<file path="config.mk">
export PLATFORM = sky130hd
export DESIGN_NAME = cpl_tag_tracker
export DESIGN_NICKNAME = d
export VERILOG_FILES = /design/src/rtl/cpl_tag_tracker.sv
export SDC_FILE = /design/constraint.sdc
export NUM_CORES = 2
export LEC_CHECK = 0
export ABC_AREA = 1
export BUFFER_PORTS_ARGS = -buffer_cell sky130_fd_sc_hd__buf_2
export CAP_MARGIN = 20
export CORE_MARGIN = 4
export CORE_UTILIZATION = 43
export CTS_CLUSTER_DIAMETER = 50
export DETAILED_ROUTE_END_ITERATION = 6
export GPL_TIMING_DRIVEN = 0
export PLACE_DENSITY = 0.66
export SLEW_MARGIN = 40
export SYNTH_ARGS = -nofsm -noshare
export SYNTH_HDL_FRONTEND = slang
export SYNTH_SLANG_ARGS = --single-unit
export TNS_END_PERCENT = 20
</file>
<file path="constraint.sdc">
create_clock -name trn_clk -period 8.9 [get_ports trn_clk]
set_input_delay 0.445 -clock trn_clk [delete_from_list [all_inputs] [get_ports trn_clk]]
set_output_delay 0.445 -clock trn_clk [all_outputs]
set_load 0.05 [all_outputs]
</file>
<file path="src/rtl/cpl_tag_tracker.sv">
// Completion-side tag tracker: per-tag outstanding-read table with payload accounting and errors.
// Optional per-tag completion timeout is enabled by defining CPL_TIMEOUT_EN.
module cpl_tag_tracker #(
  parameter int unsigned TAG_W     = 5,
  parameter int unsigned TICK_DIV  = 1024,
  parameter int unsigned TMO_TICKS = 15
) (
  input  logic             trn_clk,
  input  logic             reset,
  input  logic             i_req_valid,
  input  logic [TAG_W-1:0] i_req_tag,
  input  logic [9:0]       i_req_len_dw,
  input  logic             i_cpl_valid,
  input  logic [TAG_W-1:0] i_cpl_tag,
  input  logic [9:0]       i_cpl_len_dw,
  input  logic [2:0]       i_cpl_status,
  output logic             o_full,
  output logic [TAG_W:0]   o_outstanding,
  output logic             o_done_valid,
  output logic [TAG_W-1:0] o_done_tag,
  output logic             o_err_valid,
  output logic [TAG_W-1:0] o_err_tag,
  output logic [2:0]       o_err_code
);

  localparam int unsigned NENT = 2 ** TAG_W;
  localparam logic [TAG_W:0] FULL_CNT = (TAG_W + 1)'(NENT);

  localparam logic [2:0] ERR_DUP     = 3'd1;
  localparam logic [2:0] ERR_UNEXP   = 3'd2;
  localparam logic [2:0] ERR_STATUS  = 3'd3;
  localparam logic [2:0] ERR_OVERRUN = 3'd4;
  localparam logic [2:0] ERR_TIMEOUT = 3'd5;

  logic [NENT-1:0] r_valid;
  logic [10:0]     r_rem [NENT];
  logic [TAG_W:0]  r_outstanding;
  logic            r_full;
  logic            r_done_valid;
  logic [TAG_W-1:0] r_done_tag;
  logic            r_err_valid;
  logic [TAG_W-1:0] r_err_tag;
  logic [2:0]      r_err_code;

  logic [10:0]     w_req_len;
  logic [10:0]     w_cpl_len;
  logic [10:0]     w_cpl_rem;
  logic            w_cpl_hit;
  logic            w_cpl_free;
  logic            w_cpl_done;
  logic            w_cpl_part;
  logic            w_cpl_err;
  logic [2:0]      w_cpl_code;
  logic            w_alloc;
  logic            w_dup;
  logic            w_tmo_fire;
  logic [TAG_W-1:0] w_tmo_tag;
  logic [TAG_W:0]  w_out_nxt;

  // Completion and alloc are both judged against the pre-cycle table.
  always_comb begin
    w_req_len  = (i_req_len_dw == 10'd0) ? 11'd1024 : {1'b0, i_req_len_dw};
    w_cpl_len  = (i_cpl_len_dw == 10'd0) ? 11'd1024 : {1'b0, i_cpl_len_dw};
    w_cpl_hit  = r_valid[i_cpl_tag];
    w_cpl_rem  = r_rem[i_cpl_tag];
    w_cpl_free = 1'b0;
    w_cpl_done = 1'b0;
    w_cpl_part = 1'b0;
    w_cpl_err  = 1'b0;
    w_cpl_code = 3'd0;
    if (i_cpl_valid) begin
      if (!w_cpl_hit) begin
        w_cpl_err  = 1'b1;
        w_cpl_code = ERR_UNEXP;
      end else if (i_cpl_status != 3'b000) begin
        w_cpl_free = 1'b1;
        w_cpl_err  = 1'b1;
        w_cpl_code = ERR_STATUS;
      end else if (w_cpl_len > w_cpl_rem) begin
        w_cpl_free = 1'b1;
        w_cpl_err  = 1'b1;
        w_cpl_code = ERR_OVERRUN;
      end else if (w_cpl_len == w_cpl_rem) begin
        w_cpl_free = 1'b1;
        w_cpl_done = 1'b1;
      end else begin
        w_cpl_part = 1'b1;
      end
    end
    w_alloc = i_req_valid && !r_valid[i_req_tag];
    w_dup   = i_req_valid && r_valid[i_req_tag];
  end

`ifdef CPL_TIMEOUT_EN
  localparam int unsigned PRESC_W = (TICK_DIV > 1) ? $clog2(TICK_DIV) : 1;
  localparam logic [PRESC_W-1:0] PRESC_MAX = PRESC_W'(TICK_DIV - 1);
  localparam logic [3:0] TMO_AGE = 4'(TMO_TICKS);

  logic [PRESC_W-1:0] r_presc;
  logic [3:0]         r_age [NENT];
  logic               w_tick;
  logic               w_tmo_hit;

  assign w_tick = (r_presc == PRESC_MAX);

  // Lowest expired entry; an entry touched by a good completion this cycle is left to it.
  always_comb begin
    w_tmo_hit = 1'b0;
    w_tmo_tag = '0;
    for (int i = 0; i < NENT; i++) begin
      if (!w_tmo_hit && r_valid[i] && (r_age[i] == TMO_AGE) &&
          !(i_cpl_valid && w_cpl_hit && (i_cpl_tag == TAG_W'(i)))) begin
        w_tmo_hit = 1'b1;
        w_tmo_tag = TAG_W'(i);
      end
    end
    w_tmo_fire = w_tmo_hit && !w_cpl_err;
  end

  always_ff @(posedge trn_clk) begin
    if (reset) begin
      r_presc <= '0;
    end else begin
      r_presc <= w_tick ? '0 : r_presc + 1'b1;
    end
  end

  always_ff @(posedge trn_clk) begin
    for (int i = 0; i < NENT; i++) begin
      if (w_alloc && (i_req_tag == TAG_W'(i))) begin
        r_age[i] <= 4'd0;
      end else if (w_cpl_part && (i_cpl_tag == TAG_W'(i))) begin
        r_age[i] <= 4'd0;
      end else if (w_tick && (r_age[i] != TMO_AGE)) begin
        r_age[i] <= r_age[i] + 4'd1;
      end
    end
  end
`else
  assign w_tmo_fire = 1'b0;
  assign w_tmo_tag  = '0;
`endif

  assign w_out_nxt = r_outstanding + {{TAG_W{1'b0}}, w_alloc}
                   - {{TAG_W{1'b0}}, w_cpl_free} - {{TAG_W{1'b0}}, w_tmo_fire};

  // Remaining-DW table carries no reset; an entry's count is loaded on alloc.
  always_ff @(posedge trn_clk) begin
    for (int i = 0; i < NENT; i++) begin
      if (w_alloc && (i_req_tag == TAG_W'(i))) begin
        r_rem[i] <= w_req_len;
      end else if (w_cpl_part && (i_cpl_tag == TAG_W'(i))) begin
        r_rem[i] <= r_rem[i] - w_cpl_len;
      end
    end
  end

  always_ff @(posedge trn_clk) begin
    if (reset) begin
      r_valid       <= '0;
      r_outstanding <= '0;
      r_full        <= 1'b0;
      r_done_valid  <= 1'b0;
      r_done_tag    <= '0;
      r_err_valid   <= 1'b0;
      r_err_tag     <= '0;
      r_err_code    <= 3'd0;
    end else begin
      for (int i = 0; i < NENT; i++) begin
        if (w_alloc && (i_req_tag == TAG_W'(i))) begin
          r_valid[i] <= 1'b1;
        end else if (w_cpl_free && (i_cpl_tag == TAG_W'(i))) begin
          r_valid[i] <= 1'b0;
        end else if (w_tmo_fire && (w_tmo_tag == TAG_W'(i))) begin
          r_valid[i] <= 1'b0;
        end
      end
      r_outstanding <= w_out_nxt;
      r_full        <= (w_out_nxt == FULL_CNT);
      r_done_valid  <= w_cpl_done;
      if (w_cpl_done) begin
        r_done_tag <= i_cpl_tag;
      end
      // One error per cycle: completion error, then timeout, then dup alloc.
      r_err_valid <= w_cpl_err || w_tmo_fire || w_dup;
      if (w_cpl_err) begin
        r_err_tag  <= i_cpl_tag;
        r_err_code <= w_cpl_code;
      end else if (w_tmo_fire) begin
        r_err_tag  <= w_tmo_tag;
        r_err_code <= ERR_TIMEOUT;
      end else if (w_dup) begin
        r_err_tag  <= i_req_tag;
        r_err_code <= ERR_DUP;
      end
    end
  end

  assign o_full        = r_full;
  assign o_outstanding = r_outstanding;
  assign o_done_valid  = r_done_valid;
  assign o_done_tag    = r_done_tag;
  assign o_err_valid   = r_err_valid;
  assign o_err_tag     = r_err_tag;
  assign o_err_code    = r_err_code;

endmodule

</file>
* Word level (Yosys, flattened, before mapping) *
Memories as Yosys holds them, arrays and structs flattened.
Cells that the tools add are included.
Widths: inputs -> output; s select.

word-level totals
  word-level logic and storage cells = 599
  output and inout bits = 22
  bits in latches = 0
  bits in read-only memories = 0
  bits in writable memories = 352
  memories = 1
  register bits after elaboration = 54
  input bits = 37

operators by class
  mux-type cells = 288
  $mul = 0
  reductions and logical operators = 138
  shift operators = 0
  add/subtract/negate cells = 34
  bitwise logic cells = 32
  magnitude comparators = 3
  div/mod/pow operators = 0
  eq/ne operators = 64

memories
  name   depth  width  rd ports  clocked after Yosys merged registers in  wr ports  RTL line  RTL
  r_rem  32     11     33        0                                        32        36        logic [10:0] r_rem [NENT];

operators with widths
  kind                count
  $mux 11             34
  $sub 11x11->11      32
  $mux 1              244
  $eq 5x5->1 const B  32
  $logic_and 1x1->1   98
  $eq 5x4->1 const B  16
  $reduce_bool 2->1   33
  $eq 5x3->1 const B  8
  $or 1x1->1          32
  $eq 5x2->1 const B  4
  $logic_not 10->1    2
  $mux 3              6
  $lt 5x6->1 const B  2
  $eq 11x11->1        1
  $gt 11x11->1        1
  $bmux 1 s5          2
  $eq 5x1->1 const B  2
  $logic_not 5->1     2
  $mux 5              2
  $add 6x1->6         1
  $eq 6x6->1 const B  1
  $sub 6x1->6         1
  $reduce_bool 3->1   1
  $logic_not 1->1     1
  $logic_or 1x1->1    1

* Longest topological paths before layout *
  depth in word-level cells = 13
  mapped depth = 32
  depth with buffers taken out = 27

* Worst setup path before layout *
OpenSTA, ideal clock, no wires.

  path type = input port to flip-flop
  from = input i_cpl_len_dw[9]
  to = register r_full (netlist: o_full)
  data required time = 8808 ps
  path slack = 3839 ps
  stages = 25
  library setup time = 92 ps
  arrival = 4969 ps
  buffers on the path = 3
  path through = inv_1 > nand4_1 > nor3_1 > buf_2 > ha_1 > nand2_1 > inv_1 > nand2_1 > nor2_1 > nand2_1 > nand3_1 > or2_2 > buf_2 > clkbuf_1 > inv_1 > nor2_1 > ha_1 > inv_1 > ha_1 > inv_1 > fa_1 > o221ai_1 > xnor2_1 > nand4_1 > nor4_1

on the way
  word-level cells in the longest chain between the ends = 10
  elaborated cells between the ends (all ways) = 11
  classes of those cells = add/sub (1); order compare (1); eq/ne (2); mux (6); reduce/logical (1)

ends and longest elaborated chain
  item                                                  RTL line  RTL
  start, declared                                       15        input logic [9:0] i_cpl_len_dw,
  $logic_not 10->1                                      63        w_cpl_len = (i_cpl_len_dw == 10'd0) ? 11'd1024 : {1'b0, i_cpl_len_dw};
  $mux 11 (*)                                           63
  branches (longest 2 deep; another with $gt 11x11->1)  --
  $mux 1 (*)                                            79        end else if (w_cpl_len > w_cpl_rem) begin
  $mux 1 (*)                                            75        end else if (i_cpl_status != 3'b000) begin
  $mux 1 (*)                                            72        if (!w_cpl_hit) begin
  $mux 1 (*)                                            71        if (i_cpl_valid) begin
  $sub 6x1->6 (*)                                       145       - {{TAG_W{1'b0}}, w_cpl_free} - {{TAG_W{1'b0}}, w_tmo_fire};
  $eq 6x6->1 (*)                                        179       r_full <= (w_out_nxt == FULL_CNT);
  end signal, assigned                                  179
  end, declared                                         38        logic r_full;

Mark *: on every way between the ends.
A chain may end at the register's enable or synchronous reset.

* Final worst setup path *
  from = input i_cpl_tag[1]
  to = register r_full (netlist: o_full)

on the way
  word-level cells in the longest chain between the ends = 9
  elaborated cells between the ends (all ways) = 12
  classes of those cells = add/sub (1); order compare (1); eq/ne (2); mux (7); memory (1)

ends and longest elaborated chain
  item                                                   RTL line  RTL
  start, declared                                        14        input logic [TAG_W-1:0] i_cpl_tag,
  branches (longest 5 deep; another with $mem_v2 32x11)  --
  $mux 1 (*)                                             72
  $mux 1 (*)                                             71
  $sub 6x1->6 (*)                                        145
  $eq 6x6->1 (*)                                         179

Mark *: on every way between the ends. The select of a mux whose other input is x is not followed.

==> reports/metrics.csv <==
metric,value,unit
critPathTopFamily,buffers and inverters,
drc,3,
ioPinCount,59,
finish.utilization,49.20,%
worst_slack,1.941,ns
holdWs,0.1720,ns
seqCellArea,0.01165,mm^2
netlist_instances,4313,
crit_required,9.44,ns
via_count,34485,
cp-end-kind,flip-flop,
max_freq,143.7,MHz
met3RoutedLength,19580,um
wl_per_cell,26.53,um
htree_levels,3,
critical_path.slowest_cell,a21oi_1,
groute.usage.overall,33.47,%
vdd_ir_drop_max,0.0001488,V
grt_pass1_wl,211200,um
cts_buffer_depth,3,
row_count,103,
outcome,finished with violations,
violations,DRC,
die_height,290.9,um
synthXorXnorAreaFrac,7.942,%
multi_input_area,0.02052,mm^2
min_path_type,input port to flip-flop,
cts_root_buf,clkbuf_16,
cts_setup_buffers,0,
synth-seq-cells,406,
synthSimpleGateAreaFrac,17.13,%
path_max_fanout,10,
antenna_left,0,
synth_top_family_by_area,compound AO/OA/AOI/OAI gates,
startpoint_type,input port,
finalMaxSlewViolations,0,
yosysSeqAreaShare,33.86,%
skew,0.02519,ns
cp_num_buf_inv,10,
avgSynthCellArea,7.978,um^2
crit_type,input port to flip-flop,
rsz0062_at_grt,no,
maxCapViolCount,0,
insertion_delay,0.64,ns
synthMuxAreaShare,0,%
cts_tree,yes,
power.density,161.7,mW/mm^2
drive_above_1_share,7.747,%
hold_viol_final,0,
grt_pass1_vias,32017,
worst_ep_arrival_time,7.50,ns
highest_layer,met5,
dp_hpwl,107000,um
dieArea,0.08461,mm^2
setup_tns,0,ns
core-area,0.07913,mm^2
layout_common_cells,"nand2_1, o21ai_0, a21oi_1",
wl_met2,60610,um
vias_per_cell,6.203,
grt_antenna_before_repair,7,
synth.distinct_cells,44,
clk_pin_slew_worst_paths,0.05,ns
cpMostUsedCell,inv_1,
fin_nets,4852,
syn_nets,4720,
firstDrtPassIters,7,
area_delta_synth_final,13.14,%
syn_area,0.03441,mm^2
numCtsBuffers,74,
min_period,6.959,ns
layout_commonest_cell,nand2_1,
crit_path_max_incr_delay,0.71,ns
power.leakage,16.55,nW
fp.dieW,290.9,um
relSlewSlack,34.90,%
grt_max_degree,25,
synth_warnings,0,
drtIter0Drc,5002,
finalCritPeriodShare,78.19,%
dpl_cell_area,0.03631,mm^2
drt-met1-wl,56350,um
grt_remaining_overflow,0,
drt-total-wl,147500,um
place.port_buffers,42,
dp_worst_setup_slack,1.717,ns
worst_pin_slew,0.9765,ns
initial_utilization,43.48,%
fill_cells,7728,
clock_sinks,406,
cts_resized,0,
synth_compound_area_share,20.26,%
postCtsHoldBufs,0,
stdcell_area,0.03893,mm^2
gp_congestion,1.047,
synth-adder-area-share,14.17,%
setup_viol,0,
## power by group
part / switching, mW / total [mW] / internal [mW]
sequential: 0.0169 / 2.11 / 2.09
clock: 1.11 / 3.04 / 1.93
combinational: 0.788 / 1.14 / 0.357
total: 1.91 / 6.29 / 4.38
## state kept, by name, summed over array words and instances, names as in the netlist
| register | flops |
|---|---|
| o_err_tag | 5 |
| r_rem | 352 |
| o_outstanding | 6 |
| o_err_code | 3 |
| o_done_tag | 5 |
| o_err_valid | 1 |
| o_full | 1 |
| r_valid | 32 |
| o_done_valid | 1 |
## layer usage
metal,up-vias,GRT usage [%]
met4,8,20.04
li1,15514,-
met1,16011,43.54
met5,-,0.6239
met2,2318,48.94
met3,634,10.08
## worst register-to-register path, cell delays in order, from the launching register on
cell      delay [ns]
edfxtp_1        0.44
a22o_1          0.29
a221oi_1        0.65
o21ai_0         0.29
o21ai_0         0.24
ha_1            0.16
nand2_1         0.05
inv_1           0.08
nand2_1         0.07
nor2_1          0.15
nand4_1         0.35
nand2_1         0.14
or2_2           0.11
buf_2           0.22
clkbuf_1        0.38
inv_1           0.08
nor2_1          0.22
ha_1            0.27
inv_1           0.06
ha_1            0.16
inv_1           0.07
fa_1            0.42
o221ai_1        0.24
xnor2_1         0.17
nand4_1         0.12
nor4_1          0.16
## cell usage after synthesis, drive strengths merged
library cell | n | area (um^2)
edfxtp | 352 | 10570
dfxtp | 54 | 1081
o211ai | 2 | 15.01
nand2 | 1024 | 3884
o21ai | 491 | 2472
clkinv | 2 | 7.510
and2 | 3 | 18.77
o22ai | 17 | 106.4
o21bai | 1 | 7.510
nor2 | 142 | 550.5
buf | 84 | 491.7
ha | 337 | 4217
a221oi | 8 | 70.07
a211oi | 1 | 7.510
nand3b | 1 | 7.510
fa | 33 | 660.6
clkbuf | 126 | 473.0
xnor2 | 116 | 1016
a31oi | 14 | 87.58
o221ai | 7 | 61.31
or2 | 2 | 12.51
a21oi | 416 | 2082
nand3 | 117 | 585.6
xor2 | 196 | 1717
a22o | 10 | 87.58
a21o | 5 | 37.54
o2111ai | 66 | 578.1
nor3 | 113 | 565.5
o31ai | 51 | 382.9
a22oi | 130 | 975.9
nor4 | 4 | 25.02
nand4 | 39 | 244.0
inv | 349 | 1310
## cell type report
cell class / instances / share of cell area (%)
Multi-Input combinational cell: 3346 / 52.70
Sequential cell: 406 / 29.93
Clock buffer: 90 / 5.152
Inverter: 351 / 3.442
Tap cell: 1050 / 3.375
Buffer: 210 / 2.719
Clock inverter: 46 / 1.450
Timing Repair Buffer: 56 / 1.205
Antenna cell: 4 / 0.02571
## kinds of logic (layout without fill, tap and decap cells)
kind of cell | count (synthesis) | after routing
AO/OA/AOI/OAI | 1219 | 1219
other | 0 | 4
XOR/XNOR | 312 | 312
adder cells (fa/ha/maj) | 370 | 370
buffers and inverters | 561 | 753
flip-flops | 406 | 406
AND/OR/NAND/NOR | 1445 | 1445
## final timing paths
check | startpoint | end | slack [ns] | cells past startpoint
hold reg to reg | r_valid[24]$_SDFFE_PP0P_ | r_valid[24]$_SDFFE_PP0P_ | 0.47 | 2
setup / recovery | i_cpl_tag[1] | o_full$_SDFF_PP0_ | 1.94 | 30
setup reg to reg | r_rem[24][9]$_DFFE_PP_ | o_full$_SDFF_PP0_ | 3.22 | 25
hold / removal | i_cpl_tag[2] | o_done_tag[2]$_SDFFE_PP0P_ | 0.17 | 3
## per-stage QoR
stage,total power [mW],cells
4_1_cts,6.239,5554
3_3_place_gp,3.214,5405
2_1_floorplan,2.875,4313
5_1_grt,6.456,5557
3_5_place_dp,3.239,5418
6_report,6.293,5559
Note: power is estimated with default switching activity, not from simulation.
